[config.mk]
export PLATFORM = sky130hd
export DESIGN_NAME = sequence_manager_flat
export DESIGN_NICKNAME = d
export VERILOG_FILES = /design/src/rtl/sequence_manager_if.sv /design/src/rtl/sequence_manager.sv /design/src/flat_wrapper.sv
export SDC_FILE = /design/constraint.sdc
export NUM_CORES = 1
export LEC_CHECK = 0
export BUFFER_PORTS_ARGS = -buffer_cell sky130_fd_sc_hd__buf_2
export CAP_MARGIN = 20
export CORE_MARGIN = 4
export CORE_UTILIZATION = 25
export CTS_CLUSTER_SIZE = 14
export DETAILED_ROUTE_END_ITERATION = 8
export GPL_ROUTABILITY_DRIVEN = 0
export HOLD_SLACK_MARGIN = 0.02
export SYNTH_ARGS = -nofsm -noshare
export SYNTH_HDL_FRONTEND = slang
export SYNTH_SLANG_ARGS = --single-unit
export TNS_END_PERCENT = 30
[constraint.sdc]
create_clock -name clock -period 4.8 [get_ports clock]
set_clock_uncertainty 0.2 [all_clocks]
set_input_delay 0.24 -clock clock [delete_from_list [all_inputs] [get_ports clock]]
set_output_delay 0.24 -clock clock [all_outputs]
set_load 0.01 [all_outputs]
[src/rtl/sequence_manager_if.sv]
// Graphics flash handshake and player key strobe shared by the sequence manager and its peers.
interface sequence_manager_if;
  logic       flash_req;
  logic [1:0] flash_tile;
  logic       flash_done;
  logic       key_valid;
  logic [1:0] key_tile;

  modport master (
    output flash_req,
    output flash_tile,
    input  flash_done,
    input  key_valid,
    input  key_tile
  );

  modport slave (
    input  flash_req,
    input  flash_tile,
    output flash_done,
    output key_valid,
    output key_tile
  );
endinterface

[src/rtl/sequence_manager.sv]
// Memory-tile game controller: captures a random sequence, flashes it through the
// graphics handshake, then scores the player's key presses against it.
module sequence_manager #(
  parameter int MAX_LEN = 9
) (
  input  logic               clock,
  input  logic               resetn,
  input  logic               start_i,
  input  logic [4:0]         difficulty_i,
  input  logic [1:0]         rand_tile_i,
  sequence_manager_if.master bus,
  output logic               busy_o,
  output logic               awaiting_input_o,
  output logic               win_o,
  output logic               lose_o,
  output logic [3:0]         progress_o,
  output logic [3:0]         seq_len_o
);

  typedef enum logic [2:0] {
    S_IDLE,
    S_GEN,
    S_PLAY,
    S_GAP,
    S_INPUT,
    S_WIN,
    S_LOSE
  } state_t;

  state_t     state_q, state_d;
  logic [3:0] idx_q, idx_d;
  logic [3:0] progress_q, progress_d;
  logic [3:0] seq_len_q, seq_len_d;
  logic [3:0] clamp_len;
  logic [3:0] last_idx;
  logic       store_we;
  logic [1:0] store_rd;
  logic [1:0] store_q [MAX_LEN];

  assign store_rd = store_q[idx_q];
  assign last_idx = seq_len_q - 4'd1;

  // The whole 5-bit request is compared so that e.g. 16..31 saturate instead of wrapping.
  always_comb begin
    if (difficulty_i == 5'd0) begin
      clamp_len = 4'd1;
    end else if (difficulty_i > 5'(MAX_LEN)) begin
      clamp_len = 4'(MAX_LEN);
    end else begin
      clamp_len = difficulty_i[3:0];
    end
  end

  always_comb begin
    state_d    = state_q;
    idx_d      = idx_q;
    progress_d = progress_q;
    seq_len_d  = seq_len_q;
    store_we   = 1'b0;
    case (state_q)
      S_IDLE, S_WIN, S_LOSE: begin
        if (start_i) begin
          seq_len_d  = clamp_len;
          idx_d      = 4'd0;
          progress_d = 4'd0;
          state_d    = S_GEN;
        end
      end
      S_GEN: begin
        store_we = 1'b1;
        if (idx_q == last_idx) begin
          idx_d   = 4'd0;
          state_d = S_PLAY;
        end else begin
          idx_d = idx_q + 4'd1;
        end
      end
      S_PLAY: begin
        if (bus.flash_done) begin
          idx_d   = idx_q + 4'd1;
          state_d = S_GAP;
        end
      end
      S_GAP: begin
        if (idx_q == seq_len_q) begin
          idx_d   = 4'd0;
          state_d = S_INPUT;
        end else begin
          state_d = S_PLAY;
        end
      end
      S_INPUT: begin
        if (bus.key_valid) begin
          if (bus.key_tile == store_rd) begin
            progress_d = progress_q + 4'd1;
            idx_d      = idx_q + 4'd1;
            if (idx_q == last_idx) begin
              state_d = S_WIN;
            end
          end else begin
            state_d = S_LOSE;
          end
        end
      end
      default: state_d = S_IDLE;
    endcase
  end

  always_ff @(posedge clock or negedge resetn) begin
    if (!resetn) begin
      state_q    <= S_IDLE;
      idx_q      <= 4'd0;
      progress_q <= 4'd0;
      seq_len_q  <= 4'd0;
    end else begin
      state_q    <= state_d;
      idx_q      <= idx_d;
      progress_q <= progress_d;
      seq_len_q  <= seq_len_d;
    end
  end

  // Store contents survive reset; every round rewrites them before reading.
  always_ff @(posedge clock) begin
    if (store_we) begin
      store_q[idx_q] <= rand_tile_i;
    end
  end

  assign bus.flash_req    = (state_q == S_PLAY);
  assign bus.flash_tile   = (state_q == S_PLAY) ? store_rd : 2'd0;
  assign busy_o           = !(state_q inside {S_IDLE, S_WIN, S_LOSE});
  assign awaiting_input_o = (state_q == S_INPUT);
  assign win_o            = (state_q == S_WIN);
  assign lose_o           = (state_q == S_LOSE);
  assign progress_o       = progress_q;
  assign seq_len_o        = seq_len_q;

endmodule

[src/flat_wrapper.sv]
// flat-port wrapper written by rule: the top's interface ports become plain ports
module sequence_manager_flat 
#(
  parameter int MAX_LEN = 9
)
  (clock, resetn, start_i, difficulty_i, rand_tile_i, busy_o, awaiting_input_o, win_o, lose_o, progress_o, seq_len_o, bus_flash_req, bus_flash_tile, bus_flash_done, bus_key_valid, bus_key_tile);
  sequence_manager_if bus_i ();
  input  logic clock;
  input  logic resetn;
  input  logic start_i;
  input  logic [4:0] difficulty_i;
  input  logic [1:0] rand_tile_i;
  output logic busy_o;
  output logic awaiting_input_o;
  output logic win_o;
  output logic lose_o;
  output logic [3:0] progress_o;
  output logic [3:0] seq_len_o;
  output wire logic [$bits(bus_i.flash_req)-1:0] bus_flash_req;
  output wire logic [$bits(bus_i.flash_tile)-1:0] bus_flash_tile;
  input wire logic [$bits(bus_i.flash_done)-1:0] bus_flash_done;
  input wire logic [$bits(bus_i.key_valid)-1:0] bus_key_valid;
  input wire logic [$bits(bus_i.key_tile)-1:0] bus_key_tile;
  assign bus_flash_req = bus_i.flash_req;
  assign bus_flash_tile = bus_i.flash_tile;
  assign bus_i.flash_done = bus_flash_done;
  assign bus_i.key_valid = bus_key_valid;
  assign bus_i.key_tile = bus_key_tile;
  sequence_manager #(.MAX_LEN(MAX_LEN)) u_core (.clock(clock), .resetn(resetn), .start_i(start_i), .difficulty_i(difficulty_i), .rand_tile_i(rand_tile_i), .bus(bus_i), .busy_o(busy_o), .awaiting_input_o(awaiting_input_o), .win_o(win_o), .lose_o(lose_o), .progress_o(progress_o), .seq_len_o(seq_len_o));
endmodule
==> impl_metrics.toml, run 1 <==
[finish]
nets = 248
diodes = 0
areaGrowthSynthToFinish_pct = 17.8
final_util_pct = 30.4
drive_above_1_share_pct = 17.9

[worst_setup_path]
worstPathRequired_ns = 4.81
cp_data_arrival_time_ns = 2.77
rr_startpoint = "u_core.idx_q[1]$_DFFE_PN0P_"
r2r_setup_slack_ns = 2.04
cp_max_fo = 12
r2r-end = "u_core.idx_q[1]$_DFFE_PN0P_"
worstRegToRegCells = 6
endpoint = "u_core.idx_q[1]$_DFFE_PN0P_"
path_class = "flip-flop to flip-flop"
end_kind = "flip-flop"
cp-start-kind = "flip-flop"
startpoint = "u_core.idx_q[1]$_DFFE_PN0P_"

[global_route]
grt-ovfl-total = 0
grt_pass1_vias = 1566
grt_max_degree = 16
grt_usage_pct = 10.3
antenna_found_initial = 0
grt_pass1_wl_um = 7870

[die]
die_x_um = 97.3
num_rows = 32
coreArea_um2 = 7730
dieArea_um2 = 9480
fp.dieH_um = 97.3
start_util_pct = 25.8
io_pins = 29

[logic_synthesis]
synth_compound_area_share_pct = 14.2
yosys.area_share.simple_pct = 19.7
synth_edf_count = 18
ys.warnings.count = 0
synthAdderAreaFrac_pct = 3.76
synth_area_leader_cell = "edfxtp_1"
syn-cell-area_um2 = 2000
ys_ff_latch = 33
post_synth_num_cell_types = 49
syn_nets = 219
synth_top_area_share_pct = 27.1
synth.most_common_cell = "nand2_1"
synth_common_cells = "21 x nand2_1, 18 x edfxtp_1, 16 x nor2_1, 15 x dfrtp_1, 11 x inv_1"
synthXorXnorAreaFrac_pct = 3.51
async_flop_share_pct = 45.5
synth.mux.area_fraction_pct = 8.09
ys.flop_type = "edfxtp_1"
netlist_instances = 199
netlist_top_cells_area = "edfxtp_1 27%, dfrtp_1 19%, nand2_1 3.9%"
syn_area_per_cell_um2 = 10.0
seq_area_frac_synth_pct = 45.9
synth_top_family_by_area = "simple AND/OR/NAND/NOR gates"

[clock_network]
h-tree-depth = 2
cts_tree = "yes"
numCtsBuffers = 5
clk_pin_slew_ns = 0.06
cts_setup_buffers = 0
cts.sinks = 33
cts-root-buf = "clkbuf_8"
insertion_delay_ns = 0.29
ctsLongestPathBuffers = 2

[sta]
post-route-period-util_pct = 57.6
hold_violations = 0
setup_viol_count_final = 0
slew_headroom_pct = 66.2
period_needed_ns = 2.76
finalMaxSlewViolations = 0
setup-tns-final_ns = 0
fmax_mhz = 362
tightest_slew_ns = 0.507
rsz0062_at_grt = "no"

[power_and_ir_drop]
power_mw = 1.34
ir_worst_vdd_uv = 146
p_leak_nw = 0.982
power.density_nw_per_um2 = 568

[detailed_routing]
drc = 0
first_pass_iters = 4
antenna_left = 0
drt_iter0_markers = 132
vias = 1587
wire_per_inst_um = 14.3
wirelength_um = 4730
post_drt_via_cell_ratio = 4.79

[status]
outcome = "completed"

[place]
io_buffers = 28
post-dp-hpwl_um = 3530

[hold_path]
hold_path_class = "input pin to flip-flop"

[run]
max_cap_violations = 0
[worst min path at each step]
stage | endpoint | cells after the start | from | slack, ns
after floorplan | u_core.idx_q[0]$_DFFE_PN0P_ | 0 | resetn | -0.26
after global placement | u_core.state_q[0]$_DFFE_PN0P_ | 1 | resetn | -0.03
after detailed placement | u_core.state_q[2]$_DFFE_PN0P_ | 1 | resetn | -0.02
after CTS | u_core.seq_len_o[2]$_DFFE_PN0P_ | 3 | difficulty_i[2] | 0.03
after global routing | u_core.seq_len_o[2]$_DFFE_PN0P_ | 3 | difficulty_i[2] | 0.04
final | u_core.seq_len_o[2]$_DFFE_PN0P_ | 3 | difficulty_i[2] | 0.02
[where the power goes]
group / total [mW] / switching, mW / internal, mW
clock: 0.259 / 0.106 / 0.153
combinational: 0.622 / 0.357 / 0.265
sequential: 0.455 / 0.109 / 0.347
[worst max-delay path: stages (launching register included)]
cell and delay, ns:
dfrtp_1 0.66, mux2_2 0.41, a222oi_1 0.41, a21o_2 0.21, nand4_1 0.23, a21oi_1 0.36, mux2i_1 0.21
[through the flow]
| step | std cells | hold slack, ns | setup WS [ns] | instance area (um2) |
|---|---|---|---|---|
| after floorplan | 199 | -0.256 | 2.45 | 2000 |
| after global placement | 320 | -0.0292 | 2.13 | 2210 |
| after detailed placement | 320 | -0.0217 | 2.03 | 2210 |
| after CTS | 331 | 0.0266 | 2.02 | 2350 |
| after global routing | 331 | 0.0442 | 1.77 | 2350 |
| final | 331 | 0.0249 | 2.04 | 2350 |
[cell type report]
type	count	area [um2]
clock inverter	3	41.3
fill	804	5380
timing repair buffer	31	170
multi-input combinational	145	982
inverter	12	45.0
tap	102	128
sequential	33	916
clock buffer	5	68.8
[routing by layer]
layer / GRT usage [%] / wire, um
met2: 15.5 / 2140
met3: 2.37 / 197
met5: 0 / 0
met4: 4.37 / 84
met1: 14.2 / 2300
[timing repair]
item | 4_1_cts | 5_1_grt
endpoints found under the hold margin | 17 | 0
gates resized for setup | 0 | 0
hold buffers | 3 | 0
[cells by family (layout without fill, tap and decap cells)]
kind of cell / after synthesis / count (layout)
XOR/XNOR: 8 / 8
AND/OR/NAND/NOR: 79 / 79
adder cells (fa/ha/maj): 6 / 6
multiplexers: 12 / 12
buffers and inverters: 21 / 51
flip-flops: 33 / 33
AO/OA/AOI/OAI: 40 / 40
[state kept, by name, summed over array words and instances, names as in the netlist]
register and flops:
u_core.store_q 18, u_core.idx_q 4, u_core.progress_o 4, u_core.seq_len_o 4, u_core.state_q 3
[placed cells by master (no fill, tap or decap), types with 8 or more instances in the layout]
| master | n |
|---|---|
| inv_1 | 11 |
| nor3_1 | 8 |
| nand3_1 | 8 |
| nor2_1 | 16 |
| dfrtp_1 | 15 |
| edfxtp_1 | 18 |
| o21ai_0 | 9 |
| nand2_1 | 21 |
| buf_2 | 28 |
Power figures use the tool's default switching activity.
==> run 2: changes to the inputs <==
- ABC_AREA: unset -> 1
- clock period: 4.8 -> 2.75 ns (I/O delays scaled with it)
==> run 2 against run 1 <==
  * Design area rose by 3.6%
  * Sequential cell count is the same
  * Sequential share of layout area decreased by 1.4 points
  * Cell count is 20% higher
  * Via count is 6.4% higher
  * Clock-buffer cell count rose by 1
  * Total power rose by 68%
  * Synthesized cell count grew 28%
  * Clock power up 37%
==> impl_metrics.toml, run 2 <==
[status]
outcome = "completed"

[worst_setup_path]
crit_buf_inv = 1
cp_cell_sequence = "inv_2, nand2_1, nand3_1, nand2_1, nand2_1, nand3_1, nand2_1, nand2_1, nand2_1, nand2_1, nand3_1, nand2_1, nand2_1"
worstPathRequired_ns = 2.73
path_delay_family = "simple AND/OR/NAND/NOR gates"
cp-start-kind = "flip-flop"
cp_max_fo = 14
path_class = "flip-flop to flip-flop"
end_kind = "flip-flop"
critical_path.slowest_cell = "dfrtp_1"
cp_slowest_stage_delay_ns = 0.60
worst_path_most_repeated_cell = "nand2_1"
cp_data_arrival_time_ns = 2.31

[logic_synthesis]
seq_area_frac_synth_pct = 45.1
synth.mux.area_fraction_pct = 0
synth_area_leader_cell = "edfxtp_1"
synth_common_cells = "77 x nand2_1, 35 x inv_1, 26 x nand3_1, 18 x edfxtp_1, 15 x dfrtp_1"
ys.warnings.count = 0
post_synth_num_cell_types = 30
synthAdderAreaFrac_pct = 3.69
async_flop_share_pct = 45.5
yosys.area_share.simple_pct = 33.9
syn_nets = 275
synth_edf_count = 18
synth.most_common_cell = "nand2_1"
netlist_top_cells_area = "edfxtp_1 27%, dfrtp_1 18%, nand2_1 14%"
syn_area_per_cell_um2 = 7.97
synth_compound_area_share_pct = 3.94
ys.flop_type = "edfxtp_1"
synth_top_family_by_area = "simple AND/OR/NAND/NOR gates"
syn-cell-area_um2 = 2030
ys_ff_latch = 33
synth_top_area_share_pct = 26.6
netlist_instances = 255
synthXorXnorAreaFrac_pct = 3.45

[power_and_ir_drop]
p_seq_share_pct = 33.0
switching_share_pct = 46.5
pwr-share-clk_pct = 15.8
power.share.combinational_pct = 51.1
power_switching_mw = 1.04
p_leak_nw = 1.20
p_int_mw = 1.20
power.density_nw_per_um2 = 920
ir_worst_vdd_uv = 256

[detailed_routing]
post_drt_via_cell_ratio = 4.25
first_pass_iters = 4
vias = 1688
met3_length_um = 175
wirelength_um = 4690
wire_per_inst_um = 11.8
drc = 0
wl_met2_um = 2120
top_layer = "met4"
drt_iter0_markers = 97
wl_met1_um = 2330
antenna_left = 0

[finish]
nets = 314
regMostFlops = "u_core.store_q"
areaGrowthSynthToFinish_pct = 19.9
multi_input_area_um2 = 915
nFillCells = 842
layout_commonest_cell = "nand2_1"
diodes = 0
regArea_um2 = 916
final_util_pct = 31.2
largest_reg_flops = 18
layout.cells.most_common_list = "77 x nand2_1, 35 x inv_1, 28 x buf_2"
drive_above_1_share_pct = 18.3

[clock_network]
insertion_delay_ns = 0.29
clk_pin_slew_ns = 0.07
numCtsBuffers = 5
h-tree-depth = 2
cts-root-buf = "clkbuf_8"
ctsLongestPathBuffers = 2
cts.sinks = 33
cts_tree = "yes"
postCtsResizedCells = 0

[sta]
finalMaxSlewViolations = 0
setup-tns-final_ns = 0
period_needed_ns = 2.32
rsz0062_at_grt = "no"
tightest_slew_ns = 0.461
post-route-period-util_pct = 84.5
hold_violations = 0
fmax_mhz = 430
slew_headroom_pct = 69.1
setup_viol_count_final = 0

[die]
die_x_um = 98.2
start_util_pct = 26.0
fp.dieH_um = 98.2
num_rows = 32
dieArea_um2 = 9630
io_pins = 29
coreArea_um2 = 7810

[global_route]
grt_pass1_vias = 1649
grt_usage_pct = 10.1
grt_max_degree = 16
grt_pass1_wl_um = 7870
grt-ovfl-total = 0
antenna_found_initial = 0

[place]
io_buffers = 28
post-dp-hpwl_um = 3610

[run]
max_cap_violations = 0

[hold_path]
hold_path_class = "input pin to flip-flop"
run 2: changes by cell type after synthesis, moves of 5 or more:
cell / before / now
nand2_1: 21 / 77
inv_1: 11 / 35
nand3_1: 8 / 26
nand4_1: 2 / 10
and2_1: 6 / 0
inv_2: 0 / 6
mux2i_1: 6 / 0
o21ai_0: 9 / 4
run 2: logic make-up after synthesis:
logic type	after synthesis
buffers and inverters	48
and+or+nand+nor	149
adders and majority gates	6
xor gates and xnor gates	8
AOI/OAI and AO/OA	11
DFF	33
run 2: tightest hold or removal path, cell delays in order:
cell and delay [ns]:
buf_2 0.08, nand2_1 0.05, inv_1 0.14, o21ai_0 0.09
run 2: worst paths after layout:
kind | startpoint | depth (start not counted) | slack (ns) | end
setup / recovery | u_core.idx_q[0]$_DFFE_PN0P_ | 13 | 0.43 | u_core.progress_o[3]$_DFFE_PN0P_
hold / removal | start_i | 4 | 0.07 | u_core.seq_len_o[2]$_DFFE_PN0P_
setup reg to reg | u_core.idx_q[0]$_DFFE_PN0P_ | 13 | 0.43 | u_core.progress_o[3]$_DFFE_PN0P_
hold reg to reg | u_core.progress_o[3]$_DFFE_PN0P_ | 2 | 0.34 | u_core.progress_o[3]$_DFFE_PN0P_
max in group asynchronous | resetn | 2 | 2.00 | u_core.seq_len_o[1]$_DFFE_PN0P_
min in group asynchronous | resetn | 2 | 0.08 | u_core.state_q[1]$_DFFE_PN0P_
run 2: per-layer routing:
metal,global-route usage [%],vias up
li1,-,895
met2,16.1,27
met1,13.3,761
met5,0,-
met4,2.84,0
met3,2.93,5
run 2: metrics by stage:
stage / hold slack (ns) / instances / instance area [um2] / setup WS, ns / power, mW
floorplan: -0.358 / 255 / 2030 / 0.882 / 1.61
global route: 0.0748 / 397 / 2440 / 0.124 / 2.47
CTS: 0.0605 / 397 / 2440 / 0.419 / 2.26
finish: 0.0652 / 397 / 2440 / 0.426 / 2.24
global placement: -0.131 / 380 / 2260 / 0.506 / 1.87
detailed placement: -0.128 / 380 / 2260 / 0.421 / 1.89
run 2: power groups by stage:
stage                     combinational [mW]  sequential (mW)  clock, mW
after floorplan                        0.883            0.723          0
after global placement                  1.12            0.748          0
after detailed placement                1.13            0.753          0
after CTS                               1.15            0.742      0.363
after global routing                    1.32            0.762      0.392
final                                   1.15            0.740      0.354
run 2: what timing repair did:
action | CTS | global route
setup buffers | 0 | 0
hold buffers | 9 | 0
hold endpoints to repair | 37 | 0
run 2: area by class of cell:
type | count | area share [%]
flip-flops and latches | 33 | 37.6
multi-input cells | 174 | 37.5
repair buffers | 38 | 9.76
inverters | 42 | 6.47
well taps | 102 | 5.24
clock buffers | 6 | 2.98
clock inverters | 2 | 0.411
==> run 3: changes to the inputs <==
- clock period: 2.75 -> 2.15 ns (I/O delays scaled with it)
==> run 3 against run 2 <==
  * First-iteration DRC count shrank 15%
  * Sequential share of layout area shrank 1.7 points
  * Non-clock buffer count rose by 8
==> impl_metrics.toml, run 3 (same netlist as run 2, synthesis figures left out) <==
[sta]
finalMaxSlewViolations = 0
post-route-period-util_pct = 90.7
slew_headroom_pct = 72.3
setup-tns-final_ns = 0
tightest_slew_ns = 0.412
setup_viol_count_final = 0
rsz0062_at_grt = "no"
fmax_mhz = 513
hold_violations = 0
period_needed_ns = 1.95

[die]
io_pins = 29
die_x_um = 98.2
coreArea_um2 = 7810
start_util_pct = 26.0
fp.dieH_um = 98.2
dieArea_um2 = 9630
num_rows = 32

[finish]
layout_commonest_cell = "nand2_1"
diodes = 0
nets = 322
layout.cells.most_common_list = "75 x nand2_1, 32 x inv_1, 28 x buf_2"
areaGrowthSynthToFinish_pct = 25.4
largest_reg_flops = 18
drive_above_1_share_pct = 23.4
regMostFlops = "u_core.store_q"
nFillCells = 830

[worst_setup_path]
endpoint = "u_core.idx_q[0]$_DFFE_PN0P_"
cp_data_arrival_time_ns = 1.93
worstPathRequired_ns = 2.13
rr_startpoint = "u_core.state_q[2]$_DFFE_PN0P_"
path_class = "flip-flop to flip-flop"
r2r-end = "u_core.idx_q[0]$_DFFE_PN0P_"
cp-start-kind = "flip-flop"
end_kind = "flip-flop"
startpoint = "u_core.state_q[2]$_DFFE_PN0P_"
cp_max_fo = 8
worstRegToRegCells = 10
r2r_setup_slack_ns = 0.20

[detailed_routing]
wire_per_inst_um = 11.7
wirelength_um = 4740
first_pass_iters = 6
post_drt_via_cell_ratio = 4.42
vias = 1791
drt_iter0_markers = 82
antenna_left = 0
drc = 0

[global_route]
grt_usage_pct = 10.4
grt_pass1_vias = 1763
antenna_found_initial = 0
grt_pass1_wl_um = 8210
grt_max_degree = 16
grt-ovfl-total = 0

[power_and_ir_drop]
ir_worst_vdd_uv = 307
p_leak_nw = 1.26
power_mw = 3.14
power.density_nw_per_um2 = 1230

[hold_path]
hold_path_class = "input pin to flip-flop"
min_from = "start_i"

[run]
max_cap_violations = 0

[clock_network]
cts-root-buf = "clkbuf_8"
ctsLongestPathBuffers = 2
cts_tree = "yes"
clk_pin_slew_ns = 0.07
numCtsBuffers = 5
cts.sinks = 33
insertion_delay_ns = 0.29
h-tree-depth = 2

[status]
outcome = "completed"

[place]
post-dp-hpwl_um = 3540
io_buffers = 28
run 3: cell types whose count changed in the layout (fill, tap and decap cells not counted), moves of 2 or more:
| cell | previous run | this run |
|---|---|---|
| clkinv_2 | 2 | 0 |
| nand2_2 | 2 | 4 |
| inv_1 | 35 | 32 |
| inv_2 | 6 | 10 |
| buf_4 | 1 | 9 |
| nand2_1 | 77 | 75 |
run 3: worst max-delay path: stages (launching register included):
cell and delay, ns:
dfrtp_1 0.49, nand2_2 0.15, nor2_4 0.06, inv_2 0.13, nor2_1 0.08, a21oi_4 0.21
o21ai_2 0.12, nor2_4 0.14, nand3_2 0.13, nand2_1 0.08, nand2_1 0.05
run 3: stage by stage:
stage               worst slack [ns]  area (um2)  cells  utilization, %  hold WS, ns
floorplan                      0.282        2030    255               -       -0.388
global placement               0.134        2300    385            29.5       -0.158
detailed placement            0.0961        2300    385            29.5       -0.153
CTS                           0.0748        2500    402            32.0       0.0243
global route                 0.00186        2550    405            32.6       0.0684
finish                         0.199        2550    405            32.6       0.0318
run 3: routing by layer:
layer | wire length, um | track usage, % | vias to the layer above
met2 | 2120 | 15.4 | 36
met3 | 176 | 3.43 | 14
met4 | 115 | 3.68 | 0
met1 | 2330 | 14.1 | 825
li1 | - | - | 916
met5 | 0 | 0 | -
run 3: final cells by class:
| cell class | count | area (um2) | share of cell area [%] |
|---|---|---|---|
| multi-input combinational | 174 | 940 | 36.9 |
| tap | 102 | 128 | 5.01 |
| clock inverter | 3 | 41.3 | 1.62 |
| timing repair buffer | 46 | 298 | 11.7 |
| clock buffer | 5 | 68.8 | 2.70 |
| sequential | 33 | 916 | 35.9 |
| inverter | 42 | 158 | 6.19 |
run 3: worst min-delay path by stage:
stage,to,slack (ns),cells past startpoint
after floorplan,u_core.idx_q[0]$_DFFE_PN0P_,-0.39,0
after global placement,u_core.state_q[1]$_DFFE_PN0P_,-0.16,1
after detailed placement,u_core.state_q[0]$_DFFE_PN0P_,-0.15,1
after CTS,u_core.seq_len_o[1]$_DFFE_PN0P_,0.02,4
after global routing,u_core.seq_len_o[2]$_DFFE_PN0P_,0.07,4
final,u_core.seq_len_o[1]$_DFFE_PN0P_,0.03,4
run 3: what timing repair did:
action / in CTS / in global routing
setup buffers: 0 / 3
hold buffers: 9 / 0
gates resized for setup: 0 / 9
hold endpoints to repair: 37 / 0
endpoints found under the setup margin: 0 / 11
run 3: power by group:
part	leakage [nW]	switching [mW]	internal [mW]
Combinational	0.847	1.03	0.609
Sequential	0.359	0.134	0.790
Clock	0.0518	0.240	0.341
Total	1.26	1.40	1.74
